### src/rtl/division_operand_negate.sv
// division_operand_negate: signed-divider operand conditioning (sign capture plus chunked two's-complement negation); define DIV_ZERO_DETECT_EN to enable zero-divisor detection and skip.
module division_operand_negate #(
    parameter int WIDTH = 8,
    parameter int CHUNK = 4
) (
    input  logic             clk,
    input  logic             rst,
    input  logic             start,
    input  logic             mode_signed,
    input  logic [WIDTH-1:0] first_nr_in,
    input  logic [WIDTH-1:0] second_nr_in,
    output logic             busy,
    output logic             done,
    output logic [WIDTH-1:0] first_mag,
    output logic [WIDTH-1:0] second_mag,
    output logic             quot_neg,
    output logic             rem_neg,
    output logic             div_zero
);
    localparam int K  = WIDTH / CHUNK;
    localparam int IW = K > 1 ? $clog2(K) : 1;
    typedef enum logic [1:0] {IDLE, NEG, DONE} state_t;
    state_t state_q, state_d;
    logic [IW-1:0] idx_q, idx_d;
    logic [WIDTH-1:0] fm_q, fm_d, sm_q, sm_d;
    logic c1_q, c1_d, c2_q, c2_d, qn_q, qn_d, rn_q, rn_d, dz_q, dz_d;
    logic s1, s2, s2_q, zero;
    logic [CHUNK-1:0] ch1, ch2;
    logic [CHUNK:0] sum1, sum2;
    assign s1 = first_nr_in[WIDTH-1] & mode_signed;
    assign s2 = second_nr_in[WIDTH-1] & mode_signed;
`ifdef DIV_ZERO_DETECT_EN
    assign zero = (second_nr_in == '0);
`else
    assign zero = 1'b0;
`endif
    // The registered flags already encode the operand signs: rem_neg = s1, quot_neg ^ rem_neg = s2.
    assign s2_q = qn_q ^ rn_q;
    assign ch1  = fm_q[idx_q*CHUNK +: CHUNK];
    assign ch2  = sm_q[idx_q*CHUNK +: CHUNK];
    assign sum1 = {1'b0, ~ch1} + {{CHUNK{1'b0}}, c1_q};
    assign sum2 = {1'b0, ~ch2} + {{CHUNK{1'b0}}, c2_q};
    always_comb begin
        state_d = state_q;
        idx_d   = idx_q;
        fm_d    = fm_q;
        sm_d    = sm_q;
        c1_d    = c1_q;
        c2_d    = c2_q;
        qn_d    = qn_q;
        rn_d    = rn_q;
        dz_d    = dz_q;
        if (start && state_q != NEG) begin
            fm_d    = zero ? '0 : first_nr_in;
            sm_d    = zero ? '0 : second_nr_in;
            qn_d    = ~zero & (s1 ^ s2);
            rn_d    = ~zero & s1;
            dz_d    = zero;
            c1_d    = 1'b1;
            c2_d    = 1'b1;
            idx_d   = '0;
            state_d = (mode_signed && !zero) ? NEG : DONE;
        end else if (state_q == NEG) begin
            fm_d[idx_q*CHUNK +: CHUNK] = rn_q ? sum1[CHUNK-1:0] : ch1;
            sm_d[idx_q*CHUNK +: CHUNK] = s2_q ? sum2[CHUNK-1:0] : ch2;
            c1_d    = sum1[CHUNK];
            c2_d    = sum2[CHUNK];
            idx_d   = (idx_q == IW'(K-1)) ? '0 : idx_q + 1'b1;
            state_d = (idx_q == IW'(K-1)) ? DONE : NEG;
        end else if (state_q == DONE) begin
            state_d = IDLE;
        end
    end
    always_ff @(posedge clk or posedge rst) begin
        if (rst) begin
            state_q <= IDLE;
            idx_q   <= '0;
            fm_q    <= '0;
            sm_q    <= '0;
            c1_q    <= 1'b0;
            c2_q    <= 1'b0;
            qn_q    <= 1'b0;
            rn_q    <= 1'b0;
            dz_q    <= 1'b0;
        end else begin
            state_q <= state_d;
            idx_q   <= idx_d;
            fm_q    <= fm_d;
            sm_q    <= sm_d;
            c1_q    <= c1_d;
            c2_q    <= c2_d;
            qn_q    <= qn_d;
            rn_q    <= rn_d;
            dz_q    <= dz_d;
        end
    end
    assign busy       = (state_q == NEG);
    assign done       = (state_q == DONE);
    assign first_mag  = fm_q;
    assign second_mag = sm_q;
    assign quot_neg   = qn_q;
    assign rem_neg    = rn_q;
    assign div_zero   = dz_q;
endmodule

### config.mk
export PLATFORM = sky130hd
export DESIGN_NAME = division_operand_negate
export DESIGN_NICKNAME = d
export VERILOG_FILES = /design/src/rtl/division_operand_negate.sv
export SDC_FILE = /design/constraint.sdc
export NUM_CORES = 1
export LEC_CHECK = 0
export ABC_AREA = 0
export BUFFER_PORTS_ARGS = -buffer_cell sky130_fd_sc_hd__buf_4
export CORE_MARGIN = 8
export CORE_UTILIZATION = 51
export CTS_CLUSTER_DIAMETER = 80
export DETAILED_ROUTE_END_ITERATION = 7
export PLACE_DENSITY = 0.81
export SETUP_SLACK_MARGIN = 0.4
export SYNTH_ARGS = -nofsm -noshare
export SYNTH_HDL_FRONTEND = slang
export SYNTH_SLANG_ARGS = --single-unit
### constraint.sdc
create_clock -name clk -period 2.5 [get_ports clk]
set_input_delay 0.5 -clock clk [delete_from_list [all_inputs] [get_ports clk]]
set_output_delay 0.5 -clock clk [all_outputs]
set_load 0.01 [all_outputs]
# After elaboration in Yosys (flattened, before gate mapping)
# Index checks and enable logic that the tools add are counted.
[classes]
shifts = 5
mul = 0
n_div = 0
n_bitwise = 6
magnitude_cmp = 0
n_addsub = 4
eq_ne = 3
n_reduce_logical = 3
n_mux = 20
[op_table]
columns = ["operator", "n"]
rows = [
  ["$shiftx A4 B34 Y8", 2],
  ["$neg A3 Y34", 1],
  ["$shift A4 B34 Y8 const A", 1],
  ["$mux W8", 4],
  ["$bwmux W8", 2],
  ["$shiftx A8 B4 Y4", 2],
  ["$add A4 B1 Y5", 2],
  ["$mux W2", 5],
  ["$mux W4", 2],
  ["$not A4 Y4", 2],
  ["$mux W1", 7],
  ["$reduce_bool A3 Y1", 1],
  ["$and A1 B1 Y1", 2],
  ["$eq A2 B1 Y1 const B", 1],
  ["$eq A2 B2 Y1 const B", 1],
  ["$ne A2 B1 Y1 const B", 1],
  ["$reduce_bool A2 Y1", 1],
  ["$xor A1 B1 Y1", 2],
  ["$add A1 B1 Y1 const B", 1],
  ["$logic_and A1 B1 Y1", 1],
]
[totals]
ff_bits = 23
wordCells = 49
input_bits = 20
mem_bits_ro = 0
n_memories = 0
latch_bits = 0
output_inout_bits = 21
ram_bits = 0

# Logic depth before layout (Yosys ltp)
# Gate-level depths: netlist of run 1.
[logic_depth]
depth_word = 8
ltp_mapped = 8
ltp_nobuf = 6

# Worst setup path after synthesis of run 1
# No wires, ideal clock.
[synth_timing]
kind = "register to register"
from = "register idx_q"
to = "register sm_q[7], in the netlist second_mag[7]"
arrival_ns = 1.901
setup_slack_ns = 0.461
period_less_slack_ns = 2.039
setup_time_ns = 0.138
required_ns = 2.362
path_stages_with_launch = 9
n_path_buf = 2
path_cell_list = "dfrtp_1 > buf_2 > buf_2 > mux2i_1 > ha_1 > nor4b_1 > nor3_2 > xnor2_1 > o221ai_1"
[synth_between]
elab_chain_cells = 8
word_cells_on_any_way = 10
cone_classes = "2 x add/sub; 3 x shift; 4 x mux; 1 x bitwise"
[synth_rtl]
columns = ["element", "line", "source"]
rows = [
  ["from (decl)", "24", "logic [IW-1:0] idx_q, idx_d;"],
  ["from (signal assigned)", "87", "idx_q <= idx_d;"],
  ["$shiftx A8 B4 Y4", "40", "assign ch2 = sm_q[idx_q*CHUNK +: CHUNK];"],
  ["$not A4 Y4", "42", "assign sum2 = {1'b0, ~ch2} + {{CHUNK{1'b0}}, c2_q};"],
  ["$add A4 B1 Y5", "42", ""],
  ["$mux W4", "65", "sm_d[idx_q*CHUNK +: CHUNK] = s2_q ? sum2[CHUNK-1:0] : ch2;"],
  ["$shiftx A4 B34 Y8", "65", ""],
  ["$bwmux W8 (*)", "65", ""],
  ["$mux W8 (*)", "63", "end else if (state_q == NEG) begin"],
  ["$mux W8 (*)", "53", "if (start && state_q != NEG) begin"],
  ["to (signal assigned)", "89", "sm_q <= sm_d;"],
  ["to (decl)", "25", "logic [WIDTH-1:0] fm_q, fm_d, sm_q, sm_d;"],
]
# Every way passes the cells marked *; elsewhere a longest branch is shown, timed or not. The select of a mux whose other input is x is not followed.
# A chain may end at the register's enable or synchronous reset.

# Worst setup path in the final report of run 1
[layout_timing]
from = "register state_q[1]"
to = "output port busy"
[layout_between]
elab_chain_cells = 1
[layout_rtl]
columns = ["element", "line", "source"]
rows = [
  ["from (decl)", "23", "state_t state_q, state_d;"],
  ["from (signal assigned)", "86", "state_q <= state_d;"],
  ["$eq A2 B1 Y1", "97", "assign busy = (state_q == NEG);"],
  ["to (decl)", "12", "output logic busy,"],
]
# Every way passes these cells.

==> out/results.tsv, run 1 <==
metric	value	unit
fmax	511	MHz
pins over their slew limit	0	
share of synthesized registers carrying an async set or reset	100	%
CP Launch Type	register	
Synth Register Bits	23	
# IOs	41	
total gr overflow	0	
worst min path class	input port to asynchronous set/reset pin	
synthesized area	1460	sq um
cell-internal power	1300	uW
critical path fanouts, max	14	
Clk pwr share	7.5	%
WL final	3560	um
commonest non-fill, non-tap cells in the layout	buf_4, dfrtp_1, a21oi_1	
number of global-route vias before repair	1314	
Worst VDD drop	896	uV
Power, Total	2310	uW
ANT cells	0	
# Post-CTS Setup Buffers	0	
CP Class	register to output port	
Least-Margin Pin Slew	0.889	ns
CTS max path bufs	2	
H-tree lvl count	1	
layout cells sized above 1	27.2	%
Total GRT Usage	14.3	%
max_slew headroom	40.7	%
# fillers	235	
FP Rows	19	
pin count of the biggest net entering global routing	27	
Initial Util	53.5	%
Syn Inst Count	155	
CP arrival	1.46	ns
CP Capture Type	output port	
vias	1286	
skew final	0.00624	ns
Req. time, crit path	2.00	ns
Num CTS Buffers	3	
fin crit share	78.3	%
Clk pin slew, worst setup/hold paths	0.13	ns
Post-synth top flop	dfrtp_1	
setup_tns	0	ns
core area	2730	sq um
Final Setup Violations	0	
Max stage delay on crit path	0.45	ns
Sequential Power Share	34.0	%
Net Switching	1010	uW
switching share of total power	43.8	%
synth unique cells	34	
post-DR vias/cell	5.79	
syn nets	181	
Worst path top cell family by delay	adder cells	
worst path bufs/invs	2	
clk_lat worst skew	0.30	ns
Sink Count	23	
Logic pwr share	58.5	%
unrepaired setup endpoints after global routing	false	
CTS tree	built	
Routed Antenna Nets	0	
buffers added on ports	39	
Chip Height	69.6	um
final worst path period need	1.96	ns
Reg area	576	sq um
commonest non-fill, non-tap cell in the layout	buf_4	
P_leak	0.000806	uW
status	finished, final reports clean	
DP HPWL	2740	um
initial antenna violation count	0	
DR pass1 iterations	4	
Avg Inst Size Synth	9.44	sq um
max_cap viols	0	
Area growth syn-to-layout	23.1	%
DR iter-0 viols	53	
drt wl/cell	16.0	um
crit path cell chain	inv_1 > ha_1 > buf_4	
DRC	0	
CTS Hold Buffers Added	0	
GPL Wtd Cong	0.886	
PwrDens	1280	nW/um^2
Final Hold Viols	0	
first-pass GRT wire length	5930	um
YS warnings	0	
EDFF count, synth	0	
Slowest-stage cell, CP	ha_1	
Nets	218	
root buf cell	clkbuf_4	
Die X-Extent	69.6	um
post-synthesis sequential area ratio	39.3	%
reg-to-reg slack, setup	0.66	ns
area of the multi-input gates	835	sq um
full die area	4840	sq um
## power by group through the flow
stage / combinational (uW) / clock [uW] / sequential [uW]
after CTS: 1370 / 173 / 779
after global placement: 1310 / 0 / 774
final: 1350 / 172 / 785
after global routing: 1490 / 193 / 811
after detailed placement: 1360 / 0 / 786
after floorplan: 858 / 0 / 790
## synthesized netlist by cell type (4+ instances only)
master / instances / area share (%)
nor3_1: 4 / 1.4
ha_1: 6 / 5.1
a21oi_1: 19 / 6.5
xnor2_1: 7 / 4.2
a211oi_1: 11 / 5.6
nor2b_1: 11 / 4.7
inv_1: 5 / 1.3
nor2_1: 8 / 2.1
o21ai_0: 6 / 2.1
clkbuf_1: 5 / 1.3
mux2i_1: 11 / 7.5
dfrtp_1: 23 / 39
nand3_1: 4 / 1.4
nand2_1: 6 / 1.5
## cell type report
| cell class | count | share of cell area (%) |
|---|---|---|
| multi-input combinational | 118 | 46.3 |
| sequential | 23 | 31.9 |
| timing repair buffer | 41 | 17.1 |
| tap | 31 | 2.15 |
| clock buffer | 4 | 1.46 |
| inverter | 5 | 1.04 |
## per-layer routing
metal  share of wire [%]  global-route usage, %
met5                   0                      0
met1                  42                   15.2
met2                  50                   25.6
met3                 5.3                   4.01
met4                 2.1                   6.38
## cell families (layout without fill, tap and decap cells)
| group | after synthesis | after routing | share of synthesized area, % |
|---|---|---|---|
| AND/OR/NAND/NOR | 47 | 47 | 19.1 |
| AO/OA/AOI/OAI | 45 | 45 | 19.3 |
| XOR/XNOR | 8 | 8 | 5.30 |
| flip-flops | 23 | 23 | 39.3 |
| other | 1 | 1 | 0.256 |
| buffers and inverters | 14 | 50 | 4.10 |
| adder cells (fa/ha/maj) | 6 | 6 | 5.13 |
| multiplexers | 11 | 11 | 7.52 |
## flip-flops by register name, summed over array words and instances, names as in the netlist
signal      cells
first_mag       8
second_mag      8
state_q         2
c1_q            1
c2_q            1
idx_q           1
quot_neg        1
rem_neg         1
## what timing repair did
| action | in CTS | in global routing |
|---|---|---|
| setup endpoints to repair | 0 | 1 |
| resized for setup | 0 | 1 |
| hold endpoints to repair | 0 | 0 |
## path summary, 6_finish.rpt
| kind | start | cells after the start | endpoint |
|---|---|---|---|
| min reg2reg | state_q[1] | 2 | state_q[1] |
| min | rst | 2 | second_mag[5] |
| max | state_q[1] | 3 | busy |
| max in group asynchronous | rst | 2 | first_mag[4] |
| max reg2reg | state_q[1] | 6 | state_q[0] |
| min in group clk | mode_signed | 2 | state_q[1] |
## stage by stage
stage | area (sq um) | instances | utilization [%] | hold slack [ns] | setup slack, ns
after floorplan | 1460 | 155 | - | 0.502 | 0.461
after global placement | 1770 | 218 | 64.7 | 0.525 | 0.673
after detailed placement | 1770 | 218 | 64.7 | 0.539 | 0.520
after CTS | 1800 | 222 | 65.7 | 0.397 | 0.496
after global routing | 1800 | 222 | 65.9 | 0.403 | 0.440
final | 1800 | 222 | 65.9 | 0.365 | 0.544
## worst register-to-register path, cell delays in order, from the launching register on
cell,delay (ns)
dfrtp_1,0.42
inv_1,0.06
ha_1,0.45
inv_1,0.23
nand2_1,0.34
nand3_1,0.11
o311ai_0,0.10
No activity file was read; power rests on OpenSTA's default activity.
==> inputs of run 2 (changes only) <==
--- a/config.mk
+++ b/config.mk
@@ -8,10 +8,10 @@
 export ABC_AREA = 0
 export BUFFER_PORTS_ARGS = -buffer_cell sky130_fd_sc_hd__buf_4
 export CORE_MARGIN = 8
-export CORE_UTILIZATION = 51
+export CORE_UTILIZATION = 46
 export CTS_CLUSTER_DIAMETER = 80
 export DETAILED_ROUTE_END_ITERATION = 7
-export PLACE_DENSITY = 0.81
+export PLACE_DENSITY = 0.78
 export SETUP_SLACK_MARGIN = 0.4
 export SYNTH_ARGS = -nofsm -noshare
 export SYNTH_HDL_FRONTEND = slang
==> constraint.sdc (replaced) <==
create_clock -name clk -period 1.6 [get_ports clk]
set_input_delay 0.32 -clock clk [delete_from_list [all_inputs] [get_ports clk]]
set_output_delay 0.32 -clock clk [all_outputs]
set_load 0.01 [all_outputs]
==> run 2 against run 1 <==
Effect of this change: the flow now finishes with violations (negative setup slack); critical path depth rose by 3; global-route usage increased by 3.4 points; clock skew fell by 0.0034 ns; sequential power increased by 59%; register-to-register slack got worse by 0.77 ns; flip-flop and latch count is the same; critical path type is now register to register; critical endpoint is now first_mag[5]; largest cell class unchanged.
==> out/results.tsv, run 2 (same netlist as run 1, synthesis figures left out) <==
metric	value	unit
Worst path top cell family by delay	flip-flops	
final worst path period need	1.71	ns
Total GRT Usage	17.7	%
DR pass1 iterations	4	
DP HPWL	2890	um
worst min path class	input port to asynchronous set/reset pin	
status	complete, but fails checks	
Most Crowded Layer GR	met2	
layout cells sized above 1	52.0	%
clk_lat worst skew	0.32	ns
buffers added on ports	39	
Routed Antenna Nets	0	
GR Util met3	3.31	%
vias	1521	
total gr overflow	0	
Nets	250	
fmax	583	MHz
drt wl/cell	18.8	um
first-pass GRT wire length	7400	um
GR Layer Usage met2	31.5	%
CP arrival	1.94	ns
final hold slack	0.0235	ns
Num CTS Buffers	3	
pins over their slew limit	0	
ANT cells	0	
core area	3050	sq um
full die area	5240	sq um
critical path fanouts, max	6	
Area growth syn-to-layout	62.3	%
# IOs	41	
CP Launch Type	register	
Max stage delay on crit path	0.47	ns
commonest non-fill, non-tap cells in the layout	buf_4, buf_6, dfrtp_1	
Reg area	581	sq um
root buf cell	clkbuf_4	
CP Capture Type	register	
commonest non-fill, non-tap cell in the layout	buf_4	
Chip Height	72.4	um
number of global-route vias before repair	1551	
crit path cell chain	mux2i_1 > ha_2 > ha_4 > or2b_1 > a21oi_1 > nor2_1	
# fillers	204	
failing checks	negative setup slack	
worst path bufs/invs	0	
Final Hold Viols	0	
Final Setup Violations	3	
FP Rows	20	
setup_tns	-0.274	ns
GPL Wtd Cong	0.908	
Slowest-stage cell, CP	dfrtp_2	
PnR worst setup slack	-0.114	ns
fin crit share	107	%
Die X-Extent	72.4	um
DR iter-0 viols	77	
CTS tree	built	
WL final	5030	um
Sink Count	23	
DRC	0	
GRT met1 Usage	20.5	%
Req. time, crit path	1.82	ns
pin count of the biggest net entering global routing	28	
P_leak	0.00102	uW
PwrDens	2190	nW/um^2
Initial Util	48.0	%
CP Class	register to register	
area of the multi-input gates	1050	sq um
H-tree lvl count	1	
final core utilization	77.8	%
unrepaired setup endpoints after global routing	true	
initial antenna violation count	0	
max_cap viols	0	
Worst VDD drop	1140	uV
Clk pin slew, worst setup/hold paths	0.14	ns
post-DR vias/cell	5.70	
CTS max path bufs	2	
skew final	0.00280	ns
[run 2: changes by cell type in the layout (fill, tap and decap cells not counted), sizes merged]
cell / previous run / this run
nand2: 6 / 7
buf: 41 / 72
[run 2: worst register-to-register path: cells and delay by family, from the launching register on]
family	cells	cell delay, ns
AOI/OAI and AO/OA	1	0.17
adders and majority gates	2	0.46
DFF	1	0.47
muxes	1	0.21
and+or+nand+nor	2	0.30
[run 2: worst paths after layout]
| check | startpoint | end | slack, ns | cells past startpoint |
|---|---|---|---|---|
| worst max-delay path | idx_q | first_mag[5] | -0.11 | 6 |
| worst min-delay path | rst | second_mag[0] | 0.02 | 3 |
| worst max register to register | idx_q | first_mag[5] | -0.11 | 6 |
| worst min register to register | c2_q | c2_q | 0.59 | 2 |
| max in group asynchronous | rst | idx_q | 1.32 | 3 |
| min in group clk | mode_signed | state_q[1] | 0.20 | 2 |
[run 2: area by class of cell]
cell class              instances  share of cell area [%]
inverters                       5                    1.11
multi-input cells             119                    44.0
repair buffers                 72                    27.0
flip-flops and latches         23                    24.4
well taps                      44                    2.32
clock buffers                   4                    1.11
[run 2: stage by stage]
stage / setup slack [ns] / instances / total power, uW / cell area (sq um)
finish: -0.114 / 267 / 5200 / 2380
global route: -0.147 / 267 / 5490 / 2380
CTS: -0.0327 / 263 / 4660 / 2260
detailed placement: -0.154 / 239 / 3590 / 1890
global placement: -0.0487 / 239 / 3520 / 1890
floorplan: -0.210 / 155 / 2740 / 1540
[run 2: where the power goes]
part / leakage, uW / switching [uW] / internal [uW]
Sequential: 0.000265 / 383 / 870
Combinational: 0.000744 / 1650 / 2010
Clock: 0.0000150 / 196 / 97.7
[run 2: repair_timing]
item	CTS	global route
hold buffers	0	0
pin swaps	15	4
setup buffers	19	4
cloned	1	0
endpoints found under the setup margin	43	43
resized for setup	50	20
hold endpoints to repair	0	0
[run 2: metal layers]
metal,vias to the layer above,share of wire [%]
li1,700,-
met5,-,0
met1,742,41
met4,0,2.5
met2,64,51
met3,15,5.7
